$ cat src/rtl/commu_pkg.sv
// Shared types and defaults for the RS-485 TDMA slot scheduler.
package commu_pkg;

  typedef enum logic [1:0] {
    ST_IDLE = 2'd0,
    ST_WAIT = 2'd1,
    ST_BUSY = 2'd2,
    ST_HOLD = 2'd3
  } slot_st_e;

  localparam int unsigned NS_PER_SEC   = 1000000000;
  localparam int unsigned NSLOT_DEF    = 64;
  localparam int unsigned SLOT_NS_DEF  = 15625000;
  localparam int unsigned GUARD_NS_DEF = 500000;

endpackage

$ cat src/rtl/commu_slot_tmr.sv
// Slot timer: tracks the current TDMA slot within each UTC second
// and flags our own slot, the grant window and slot ends.
module commu_slot_tmr
  import commu_pkg::*;
#(
  parameter int unsigned NSLOT    = NSLOT_DEF,
  parameter int unsigned SLOT_NS  = SLOT_NS_DEF,
  parameter int unsigned GUARD_NS = GUARD_NS_DEF
) (
  input  logic        clk_sys,
  input  logic        rst_n,
  input  logic [31:0] utc_sec,
  input  logic [31:0] now_ns,
  input  logic [5:0]  own_slot,
  output logic [5:0]  slot_idx,
  output logic        own,
  output logic        open,
  output logic        slot_end
);

  localparam logic [5:0]  IDX_MAX = 6'(NSLOT - 1);
  localparam logic [31:0] SLOT_W  = 32'(SLOT_NS);
  localparam logic [31:0] GUARD_W = 32'(GUARD_NS);

  logic [31:0] sec_q;
  logic [31:0] slot_start;
  logic [31:0] next_bound;
  logic [31:0] open_at;
  logic        sec_edge;
  logic        adv;

  assign sec_edge = (utc_sec != sec_q);
  assign adv      = !sec_edge
                 && (now_ns >= next_bound)
                 && (slot_idx < IDX_MAX);
  assign slot_end = sec_edge || adv;

  assign open_at = slot_start + GUARD_W;
  assign own     = (slot_idx == own_slot);
  assign open    = own && (now_ns >= open_at);

  // sec_q loads the live second in reset so release is not an edge
  always_ff @(posedge clk_sys) begin
    if (!rst_n) begin
      sec_q      <= utc_sec;
      slot_idx   <= '0;
      slot_start <= '0;
      next_bound <= SLOT_W;
    end else begin
      sec_q <= utc_sec;
      if (sec_edge) begin
        slot_idx   <= '0;
        slot_start <= '0;
        next_bound <= SLOT_W;
      end else if (adv) begin
        slot_idx   <= slot_idx + 6'd1;
        slot_start <= next_bound;
        next_bound <= next_bound + SLOT_W;
      end
    end
  end

endmodule

$ cat src/rtl/commu_slot.sv
// TDMA slot scheduler: grants the bus in our own slot, aborts overruns,
// retries later. Channel alternation enabled by COMMU_SLOT_CHALT_EN.
module commu_slot
  import commu_pkg::*;
#(
  parameter int unsigned NSLOT    = NSLOT_DEF,
  parameter int unsigned SLOT_NS  = SLOT_NS_DEF,
  parameter int unsigned GUARD_NS = GUARD_NS_DEF
) (
  input  logic        clk_sys,
  input  logic        rst_n,
  input  logic [31:0] utc_sec,
  input  logic [31:0] now_ns,
  input  logic [7:0]  dev_id,
  input  logic [7:0]  cmd_retry,
  input  logic        slot_req,
  input  logic        slot_done,
  output logic        slot_rdy,
  output logic        slot_ch,
  output logic        slot_abort,
  output logic        slot_drop,
  output logic [5:0]  slot_idx,
  output logic [7:0]  retry_cnt
);

  localparam logic [5:0] IDX_MSK = 6'(NSLOT - 1);

  slot_st_e   state_q;
  slot_st_e   state_d;
  logic       rdy_d;
  logic       abort_d;
  logic       drop_d;
  logic [7:0] retry_d;
  logic       own;
  logic       open;
  logic       slot_end;
  logic [5:0] own_slot;
  logic       unused_id;

  assign own_slot  = dev_id[5:0] & IDX_MSK;
  assign unused_id = ^dev_id[7:6];

  commu_slot_tmr #(
    .NSLOT    (NSLOT),
    .SLOT_NS  (SLOT_NS),
    .GUARD_NS (GUARD_NS)
  ) u_tmr (
    .clk_sys  (clk_sys),
    .rst_n    (rst_n),
    .utc_sec  (utc_sec),
    .now_ns   (now_ns),
    .own_slot (own_slot),
    .slot_idx (slot_idx),
    .own      (own),
    .open     (open),
    .slot_end (slot_end)
  );

  always_comb begin
    state_d = state_q;
    rdy_d   = 1'b0;
    abort_d = 1'b0;
    drop_d  = 1'b0;
    retry_d = retry_cnt;
    unique case (state_q)
      ST_IDLE: begin
        if (slot_req) state_d = ST_WAIT;
      end
      ST_WAIT: begin
        if (!slot_req) begin
          state_d = ST_IDLE;
        end else if (open) begin
          state_d = ST_BUSY;
          rdy_d   = 1'b1;
        end
      end
      ST_BUSY: begin
        // done beats a coincident slot end
        if (slot_done) begin
          state_d = ST_IDLE;
          retry_d = '0;
        end else if (slot_end) begin
          abort_d = 1'b1;
          if (retry_cnt == cmd_retry) begin
            drop_d  = 1'b1;
            retry_d = '0;
            state_d = ST_IDLE;
          end else begin
            retry_d = retry_cnt + 8'd1;
            state_d = ST_HOLD;
          end
        end
      end
      ST_HOLD: begin
        if (!own) state_d = ST_WAIT;
      end
    endcase
  end

  always_ff @(posedge clk_sys) begin
    if (!rst_n) begin
      state_q    <= ST_IDLE;
      slot_rdy   <= 1'b0;
      slot_abort <= 1'b0;
      slot_drop  <= 1'b0;
      retry_cnt  <= '0;
    end else begin
      state_q    <= state_d;
      slot_rdy   <= rdy_d;
      slot_abort <= abort_d;
      slot_drop  <= drop_d;
      retry_cnt  <= retry_d;
    end
  end

`ifdef COMMU_SLOT_CHALT_EN
  logic ch_q;
  logic ch_clr;

  assign ch_clr = drop_d || (state_q == ST_BUSY && slot_done);

  always_ff @(posedge clk_sys) begin
    if (!rst_n) begin
      ch_q <= 1'b0;
    end else if (ch_clr) begin
      ch_q <= 1'b0;
    end else if (abort_d) begin
      ch_q <= ~ch_q;
    end
  end

  assign slot_ch = ch_q;
`else
  assign slot_ch = 1'b0;
`endif

endmodule

$ cat config.mk
export PLATFORM = sky130hd
export DESIGN_NAME = commu_slot
export DESIGN_NICKNAME = d
export VERILOG_FILES = /design/src/rtl/commu_pkg.sv /design/src/rtl/commu_slot_tmr.sv /design/src/rtl/commu_slot.sv
export SDC_FILE = /design/constraint.sdc
export NUM_CORES = 1
export LEC_CHECK = 0
export CORE_AREA = 5 5 131 133
export DETAILED_ROUTE_END_ITERATION = 8
export DIE_AREA = 0 0 136 138
export SLEW_MARGIN = 20
export SYNTH_ARGS = -nofsm -noshare
export SYNTH_HDL_FRONTEND = slang
export SYNTH_SLANG_ARGS = --single-unit
$ cat constraint.sdc
create_clock -name clk_sys -period 7.3 [get_ports clk_sys]
set_input_delay 0.73 -clock clk_sys [delete_from_list [all_inputs] [get_ports clk_sys]]
set_output_delay 0.73 -clock clk_sys [all_outputs]
set_load 0.02 [all_outputs]
==> flow_metrics.py, run 1 <==
metrics = {
    "cts": {
        "clk_path_buf_depth": 2,
        "insertion_delay_ns": 0.35,
        "cts-resized-gates": 0,
        "root_buffer": "clkbuf_16",
        "htreeDepth": 3,
        "cts_hold_buf": 0,
        "clock-sinks": 109,
        "cts_tree": "done",
        "post_cts_buffers": 0,
        "path_clk_slew_ns": 0.07,
        "numCtsBuffers": 9,
    },
    "drt": {
        "drtIter0Drc": 241,
        "firstDrtPassIters": 4,
        "ant_nets": 0,
        "wl_per_cell_um": 14.2,
        "drc_errors": 0,
        "wl_mm": 14.8,
        "vias": 5322,
        "avgViaCountPerCell": 5.12,
    },
    "global_route": {
        "antenna_found_initial": 0,
        "grt_pass1_wl_mm": 25.6,
        "grt_pass1_vias": 5497,
        "track_usage_pct": 16.4,
        "gr-total-overflow": 0,
        "grt_max_degree": 51,
    },
    "power_and_ir_drop": {
        "p_sw_uw": 269,
        "p_sw_share_pct": 22.3,
        "pwr-share-clk_pct": 39.6,
        "vdd_drop_max_uv": 119,
        "leakagePower_nw": 2.89,
        "p_int_uw": 939,
        "comb_power_share_pct": 9.9,
        "pwr-share-seq_pct": 50.5,
        "powerDensity_nw_per_um2": 158,
    },
    "placement": {
        "place_ws_ns": 2.48,
        "gp_congestion": 0.828,
        "port_buffers": 98,
        "place_area_um2": 7370,
        "dpl.hpwl_mm": 11.7,
        "placed_cells": 1024,
    },
    "sta": {
        "rsz0062_at_grt": "no",
        "period_needed_ns": 4.71,
        "hold_violations": 0,
        "fin_ws_ns": 2.59,
        "setup_viol": 0,
        "max_freq_mhz": 212,
        "clock_skew_ns": 0.0114,
        "relSlewSlack_pct": 30.2,
        "setup_tns_ns": 0,
        "period_share_pct": 64.5,
        "slew_violations": 0,
        "tightestPinTransition_ns": 1.04,
        "holdWs_ns": 0.502,
    },
    "synth": {
        "ys_ff_latch": 109,
        "ys.flop_type": "dfxtp_1",
        "synthArstFlopShare_pct": 0,
        "yosysWarnings": 0,
        "synth.yosys.seq_area_share_pct": 35.3,
        "synth_edf_count": 0,
        "syn_area_per_cell_um2": 8.51,
        "synth.distinct_cells": 58,
        "synthesis.area_um2": 6180,
        "syn-num-nets": 876,
        "netlist_instances": 726,
    },
    "die": {
        "die_x_um": 136,
        "num_rows": 46,
        "coreArea_um2": 15700,
        "die_h_um": 138,
        "die_area_um2": 18800,
        "io_pins": 102,
        "start_util_pct": 39.3,
    },
    "worst_setup_path": {
        "cp.depth": 17,
        "required_ns": 7.56,
        "cp.buffers_inverters": 0,
        "path_max_fanout": 5,
        "worst_setup_path_end_kind": "flip-flop",
        "cp-start-kind": "flip-flop",
        "crit_type": "reg2reg",
        "worstPathCellList": "ha_1, a21oi_1, nor2_1, o21ai_0, nand2_1, and4_1, nand2_1, xor2_1, ha_1, nand4_1, nor4bb_1, o21ai_0, o311ai_0, a21oi_1, a221oi_1, nor2_1, a311oi_1",
        "cp.arrival_ns": 4.97,
        "crit_family": "compound AO/OA/AOI/OAI gates",
        "crit_slowest_cell": "nor4bb_1",
        "ff2ff_path_depth": 17,
        "max_stage_delay_ns": 0.57,
    },
    "final_layout": {
        "insertedDiodeCount": 0,
        "stdcell_count": 1039,
        "area_delta_synth_final_pct": 23.9,
        "layout_commonest_cell": "dfxtp_1",
        "fin_nets": 969,
        "n_fill_cell": 1525,
        "stdcell_area_um2": 7650,
        "drive_gt1_share_pct": 3.16,
        "final_cell_mix": "dfxtp_1 (109), clkdlybuf4s50_1 (98), nor2_1 (96)",
    },
    "worst_hold_path": {
        "hold_depth": 2,
        "hp-class": "reg2reg",
    },
    "status": {
        "status": "complete, no violations",
    },
    "flow_run": {
        "maxCapViolations": 0,
    },
}
==> path summary, 6_finish.rpt <==
| path | from | slack [ns] | end |
|---|---|---|---|
| hold / removal | u_tmr.next_bound[31] | 0.50 | u_tmr.next_bound[31] |
| setup reg to reg | u_tmr.slot_start[5] | 2.59 | state_q[0] |
| hold reg to reg | u_tmr.next_bound[31] | 0.50 | u_tmr.next_bound[31] |
| setup / recovery | u_tmr.slot_start[5] | 2.59 | state_q[0] |
==> metrics by stage <==
step	power (mW)	utilization, %
finish	1.21	48.7
global route	1.27	48.7
CTS	1.23	48.7
detailed placement	0.745	46.9
global placement	0.740	46.9
floorplan	0.676	-
==> registers in the layout, indices dropped and copies added (netlist names) <==
register,cells
u_tmr.slot_idx,6
retry_cnt,8
u_tmr.sec_q,32
slot_abort,1
u_tmr.slot_start,29
slot_rdy,1
u_tmr.next_bound,29
state_q,2
slot_drop,1
==> power by group through the flow <==
stage	combinational [mW]	sequential, mW	clock [mW]
2_1_floorplan	0.0527	0.623	0
3_3_place_gp	0.116	0.624	0
3_5_place_dp	0.121	0.624	0
4_1_cts	0.122	0.610	0.496
5_1_grt	0.135	0.611	0.521
6_report	0.120	0.610	0.478
==> synth_stat cells (2+ instances only) <==
library cell  number  area share [%]
dfxtp_1          109              35
nor2_1            96             5.8
a21oi_1           70             5.7
ha_1              66              13
xor2_1            60             8.5
nand2_1           47             2.9
inv_1             40             2.4
xnor2_1           33             4.7
nand3_1           27             2.2
nand4_1           16             1.6
nor3_1            16             1.3
nor4_1            16             1.6
o21ai_0           15             1.2
or3_1             13             1.3
o21ai_1           11            0.89
buf_2              8            0.65
clkbuf_1           8            0.49
a21o_1             6            0.73
o31ai_1            6            0.73
a221oi_1           5            0.71
nor2b_1            5            0.51
or4_1              5            0.61
and4_1             3            0.43
mux2i_1            3            0.49
a211o_1            2            0.28
a211oi_1           2            0.24
a311oi_1           2            0.28
and3_1             2            0.20
buf_1              2            0.12
o22ai_1            2            0.20
or2_2              2            0.20
or4b_1             2            0.32
==> cell type report <==
type / count / area, um^2 / area share (%)
clock inverters: 4 / 48.8 / 0.637
flip-flops and latches: 109 / 2180 / 28.5
repair buffers: 102 / 1010 / 13.2
multi-input cells: 557 / 3760 / 49.1
inverters: 40 / 150 / 1.96
clock buffers: 11 / 233 / 3.04
well taps: 216 / 270 / 3.53
==> per-layer routing <==
layer	up-vias	global-route usage [%]	part of all wire [%]
met5	-	0	0
met4	0	6.21	2.6
met3	24	3.59	5.3
met2	111	28.2	48
met1	2459	20.0	44
li1	2728	-	-
==> worst min-delay path: stages, from the launching register on <==
cell and delay, ns:
dfxtp_1 0.32, o21ai_1 0.07, a21oi_1 0.06
==> logic make-up after synthesis <==
| group | Yosys count | share of synthesized area, % |
|---|---|---|
| AOI/OAI and AO/OA | 134 | 13.1 |
| adders and majority gates | 66 | 13.4 |
| muxes | 3 | 0.486 |
| buffers and inverters | 60 | 3.99 |
| DFF | 109 | 35.3 |
| and+or+nand+nor | 260 | 20.5 |
| other | 1 | 0.0607 |
| xor gates and xnor gates | 93 | 13.2 |
No activity file was read; power rests on OpenSTA's default activity.
==> inputs of run 2 (changes only) <==
==> constraint.sdc (replaced) <==
create_clock -name clk_sys -period 3.8 [get_ports clk_sys]
set_input_delay 0.38 -clock clk_sys [delete_from_list [all_inputs] [get_ports clk_sys]]
set_output_delay 0.38 -clock clk_sys [all_outputs]
set_load 0.02 [all_outputs]
==> flow_metrics.py, run 2 (same netlist as run 1, synthesis figures left out) <==
metrics = {
    "status": {
        "status": "complete, no violations",
    },
    "power_and_ir_drop": {
        "vdd_drop_max_uv": 225,
        "leakagePower_nw": 3.08,
        "powerDensity_nw_per_um2": 292,
        "pwr-share-seq_pct": 50.1,
        "pwr-share-clk_pct": 39.4,
        "p_int_mw": 1.79,
        "comb_power_share_pct": 10.5,
        "p_sw_share_pct": 23.3,
        "p_sw_uw": 545,
    },
    "sta": {
        "holdWs_ns": 0.498,
        "clock_skew_ns": 0.0125,
        "fin_ws_ns": 0.124,
        "period_needed_ns": 3.68,
        "period_share_pct": 96.7,
        "max_freq_mhz": 272,
        "setup_viol": 0,
        "slew_violations": 0,
        "hold_violations": 0,
        "setup_tns_ns": 0,
        "tightestPinTransition_ns": 0.591,
        "relSlewSlack_pct": 60.2,
    },
    "final_layout": {
        "insertedDiodeCount": 0,
        "drive_gt1_share_pct": 9.12,
        "largestRegisters": "u_tmr.sec_q (32), u_tmr.next_bound (29), u_tmr.slot_start (29)",
        "n_fill_cell": 1469,
        "fin_nets": 1000,
        "largest-register": "u_tmr.sec_q",
        "area_delta_synth_final_pct": 29.5,
        "final_cell_mix": "dfxtp_1 (108), clkdlybuf4s50_1 (98), nor2_1 (93)",
        "layout_commonest_cell": "dfxtp_1",
        "multi_input_area_um2": 3860,
        "seqCellArea_um2": 2180,
        "largest_reg_flops": 32,
    },
    "worst_setup_path": {
        "r2r-end": "state_q[0]",
        "required_ns": 4.05,
        "worst_setup_path_end_kind": "flip-flop",
        "r2r_slack_ns": 0.12,
        "path_max_fanout": 4,
        "ff2ff_path_depth": 18,
        "cp.arrival_ns": 3.92,
        "crit_type": "reg2reg",
        "cp-start-kind": "flip-flop",
        "r2r-start": "u_tmr.slot_start[6]",
    },
    "drt": {
        "firstDrtPassIters": 5,
        "vias": 5526,
        "wl_per_cell_um": 14.7,
        "ant_nets": 0,
        "drc_errors": 0,
        "drtIter0Drc": 235,
        "wl_mm": 15.7,
        "avgViaCountPerCell": 5.16,
    },
    "die": {
        "num_rows": 46,
        "die_h_um": 138,
        "coreArea_um2": 15700,
        "die_x_um": 136,
        "start_util_pct": 39.3,
        "io_pins": 102,
        "die_area_um2": 18800,
    },
    "global_route": {
        "gr-total-overflow": 0,
        "grt_pass1_wl_mm": 26.2,
        "track_usage_pct": 16.9,
        "antenna_found_initial": 0,
        "grt_pass1_vias": 5681,
        "grt_max_degree": 44,
    },
    "cts": {
        "insertion_delay_ns": 0.35,
        "cts_tree": "done",
        "htreeDepth": 3,
        "path_clk_slew_ns": 0.08,
        "clk_path_buf_depth": 2,
        "root_buffer": "clkbuf_16",
        "numCtsBuffers": 9,
        "clock-sinks": 109,
    },
    "worst_hold_path": {
        "holdCritStartpoint": "u_tmr.next_bound[31]",
        "hold_end": "u_tmr.next_bound[31]",
        "hold_depth": 2,
        "hp-class": "reg2reg",
    },
    "placement": {
        "place_ws_ns": -0.185,
        "dpl.hpwl_mm": 12.5,
        "port_buffers": 98,
        "gp_congestion": 0.831,
    },
    "flow_run": {
        "maxCapViolations": 0,
    },
}
[run 2: worst max-delay path by stage]
stage,to,slack [ns],depth (start not counted),start
3_3_place_gp,state_q[0],-0.02,18,u_tmr.slot_start[5]
5_1_grt,state_q[0],-0.08,18,u_tmr.slot_start[5]
3_5_place_dp,state_q[0],-0.19,18,u_tmr.slot_start[5]
4_1_cts,state_q[0],0.002,16,u_tmr.slot_start[6]
6_report,state_q[0],0.12,18,u_tmr.slot_start[6]
2_1_floorplan,state_q[0],0.11,17,u_tmr.slot_start[5]
[run 2: area by class of cell]
| cell class | count | share of cell area (%) |
|---|---|---|
| Tap cell | 216 | 3.38 |
| Timing Repair Buffer | 133 | 15.5 |
| Sequential cell | 109 | 27.3 |
| Multi-Input combinational cell | 557 | 48.2 |
| Clock buffer | 12 | 3.21 |
| Inverter | 40 | 1.88 |
| Clock inverter | 4 | 0.469 |
[run 2: worst max-delay path, stage by stage, from the launching register on]
cell	delay [ns]
dfxtp_1	0.34
buf_4	0.13
a31oi_2	0.11
nor2_2	0.16
o21a_1	0.17
nand2b_4	0.14
nand4_1	0.21
buf_4	0.21
xor2_1	0.14
ha_1	0.32
nand4_1	0.23
nor4bb_4	0.40
o21ai_1	0.13
o311ai_2	0.10
a21oi_2	0.12
a221oi_2	0.22
buf_4	0.17
nor2_1	0.04
a311oi_1	0.23
[run 2: stage by stage]
| stage | cell area (um^2) | cells | util [%] | total power [mW] |
|---|---|---|---|---|
| global route | 8000 | 1071 | 50.9 | 2.43 |
| floorplan | 6180 | 726 | - | 1.30 |
| global placement | 7570 | 1050 | 48.2 | 1.43 |
| finish | 8000 | 1071 | 50.9 | 2.34 |
| CTS | 7910 | 1068 | 50.3 | 2.36 |
| detailed placement | 7570 | 1050 | 48.2 | 1.44 |
[run 2: what timing repair did]
item	CTS	global route
hold buffers	0	0
buffers inserted	2	3
setup endpoints to repair	2	2
gates resized for setup	8	16
pin swaps	4	10
[run 2: layer usage]
| layer | up-vias | track usage (%) | share of wire, % | wire [um] |
|---|---|---|---|---|
| met3 | 29 | 3.45 | 4.2 | 660 |
| met5 | - | 0 | 0 | 0 |
| met4 | 0 | 7.27 | 2.9 | 453 |
| li1 | 2796 | - | - | - |
| met1 | 2600 | 20.2 | 44 | 6870 |
| met2 | 101 | 29.1 | 49 | 7730 |
[run 2: power by group through the flow]
| stage | Clock (mW) | Sequential (mW) | Combinational [mW] |
|---|---|---|---|
| floorplan | 0 | 1.20 | 0.101 |
| global placement | 0 | 1.20 | 0.231 |
| detailed placement | 0 | 1.20 | 0.241 |
| CTS | 0.947 | 1.17 | 0.243 |
| global route | 0.987 | 1.17 | 0.272 |
| finish | 0.922 | 1.17 | 0.245 |
==> inputs of run 3 (changes only) <==
==> constraint.sdc (replaced) <==
create_clock -name clk_sys -period 3.6 [get_ports clk_sys]
set_input_delay 0.36 -clock clk_sys [delete_from_list [all_inputs] [get_ports clk_sys]]
set_output_delay 0.36 -clock clk_sys [all_outputs]
set_load 0.02 [all_outputs]
==> flow_metrics.py, run 3 (same netlist as run 1, synthesis figures left out) <==
metrics = {
    "power_and_ir_drop": {
        "comb_power_share_pct": 10.3,
        "leakagePower_nw": 3.14,
        "p_sw_share_pct": 24.6,
        "p_int_mw": 1.95,
        "vdd_drop_max_uv": 313,
        "pwr-share-seq_pct": 47.9,
        "p_sw_uw": 635,
        "powerDensity_nw_per_um2": 317,
        "pwr-share-clk_pct": 41.8,
    },
    "sta": {
        "fin_ws_ns": 0.0353,
        "hold_violations": 0,
        "rsz0062_at_grt": "yes",
        "tightestPinTransition_ns": 0.539,
        "clock_skew_ns": 0.0114,
        "slew_violations": 0,
        "period_share_pct": 99.0,
        "relSlewSlack_pct": 63.7,
        "setup_viol": 0,
        "period_needed_ns": 3.56,
        "max_freq_mhz": 281,
    },
    "final_layout": {
        "layout_commonest_cell": "dfxtp_1",
        "fin_nets": 1014,
        "drive_gt1_share_pct": 10.8,
        "insertedDiodeCount": 0,
        "stdcell_count": 1085,
        "final_cell_mix": "dfxtp_1 (106), clkdlybuf4s50_1 (98), nor2_1 (93)",
        "area_delta_synth_final_pct": 32.0,
        "n_fill_cell": 1469,
        "largest_reg_flops": 32,
        "largestRegisters": "u_tmr.sec_q (32), u_tmr.next_bound (29), u_tmr.slot_start (29)",
        "largest-register": "u_tmr.sec_q",
    },
    "worst_setup_path": {
        "cp.buffers_inverters": 2,
        "worstPathCellList": "buf_6, a31oi_4, nor2_2, o21a_1, nand2b_4, nand4_1, nor2_2, nand2_1, xor2_1, ha_1, nand4_1, or4b_1, o22ai_2, a21oi_2, a221oi_2, buf_4, nand4_1, o31ai_1",
        "worst_setup_path_end_kind": "flip-flop",
        "crit_slowest_cell": "or4b_1",
        "path_max_fanout": 3,
        "max_stage_delay_ns": 0.50,
        "crit_type": "reg2reg",
        "crit_family": "simple AND/OR/NAND/NOR gates",
        "crit_top_cell": "nand4_1",
        "cp.arrival_ns": 3.84,
        "required_ns": 3.88,
        "cp-start-kind": "flip-flop",
    },
    "worst_hold_path": {
        "hp-class": "in2reg",
    },
    "drt": {
        "vias": 5501,
        "wl_mm": 15.8,
        "firstDrtPassIters": 7,
        "avgViaCountPerCell": 5.07,
        "drc_errors": 0,
        "wl_per_cell_um": 14.6,
        "ant_nets": 0,
        "drtIter0Drc": 253,
    },
    "global_route": {
        "grt_pass1_vias": 5529,
        "track_usage_pct": 17.0,
        "grt_max_degree": 36,
        "antenna_found_initial": 0,
        "grt_pass1_wl_mm": 26.4,
        "gr-total-overflow": 0,
    },
    "die": {
        "die_x_um": 136,
        "num_rows": 46,
        "die_h_um": 138,
        "start_util_pct": 39.3,
        "io_pins": 102,
        "coreArea_um2": 15700,
        "die_area_um2": 18800,
    },
    "flow_run": {
        "maxCapViolations": 0,
    },
    "cts": {
        "clk_path_buf_depth": 2,
        "cts_tree": "done",
        "numCtsBuffers": 9,
        "cts_hold_buf": 0,
        "root_buffer": "clkbuf_16",
        "clock-sinks": 109,
        "htreeDepth": 3,
        "insertion_delay_ns": 0.36,
        "path_clk_slew_ns": 0.08,
    },
    "placement": {
        "place_ws_ns": -0.323,
        "placed_cells": 1060,
        "port_buffers": 98,
        "gp_congestion": 0.807,
        "dpl.hpwl_mm": 12.7,
    },
    "status": {
        "status": "complete, no violations",
    },
}
==> run 3: changes by cell type in the layout (fill, tap and decap cells not counted), sizes merged <==
| cell | previous run | this run |
|---|---|---|
| bufinv | 0 | 1 |
| buf | 35 | 49 |
| clkinv | 2 | 4 |
| clkbuf | 12 | 9 |
==> run 3: what timing repair did <==
item / in CTS / in global routing
gates resized for setup: 17 / 10
endpoints found under the setup margin: 2 / 2
pin swaps: 6 / 16
setup buffers: 3 / 6
==> run 3: worst paths after layout <==
kind	end	cells past startpoint	slack (ns)	start
worst min-delay path	u_tmr.sec_q[2]	1	0.49	utc_sec[2]
worst max-delay path	state_q[1]	18	0.04	u_tmr.slot_start[5]
worst min register to register	u_tmr.slot_start[4]	2	0.49	u_tmr.slot_start[4]
worst max register to register	state_q[1]	18	0.04	u_tmr.slot_start[5]
==> run 3: layer usage <==
| metal | wire (um) | GRT usage (%) | up-vias | part of all wire (%) |
|---|---|---|---|---|
| met4 | 277 | 5.52 | 0 | 1.8 |
| met3 | 663 | 3.12 | 21 | 4.2 |
| met5 | 0 | 0 | - | 0 |
| met2 | 7770 | 29.4 | 112 | 49 |
| met1 | 7080 | 21.3 | 2544 | 45 |
| li1 | - | - | 2824 | - |
==> run 3: per-stage QoR <==
stage               setup TNS (ns)  cell area (um^2)  total power [mW]  hold slack [ns]  utilization (%)
floorplan                        0              6180              1.37            0.388                -
global placement            -0.119              7660              1.51            0.469             48.8
detailed placement          -0.548              7660              1.52            0.480             48.8
CTS                              0              8090              2.62            0.471             51.5
global route                -0.297              8150              2.69            0.473             51.9
finish                           0              8150              2.58            0.486             51.9
==> run 3: layout make-up <==
cell class	count	area (um^2)	area share [%]
well taps	216	270	3.31
repair buffers	147	1370	16.8
multi-input cells	557	3850	47.2
flip-flops and latches	109	2190	26.8
clock inverters	7	106	1.30
clock buffers	9	225	2.76
inverters	40	150	1.84
==> run 3: power by group through the flow <==
stage	registers (mW)	clock network, mW	logic, mW
6_report	1.24	1.08	0.265
5_1_grt	1.24	1.15	0.294
4_1_cts	1.24	1.11	0.265
3_5_place_dp	1.27	0	0.257
3_3_place_gp	1.26	0	0.246
2_1_floorplan	1.26	0	0.108
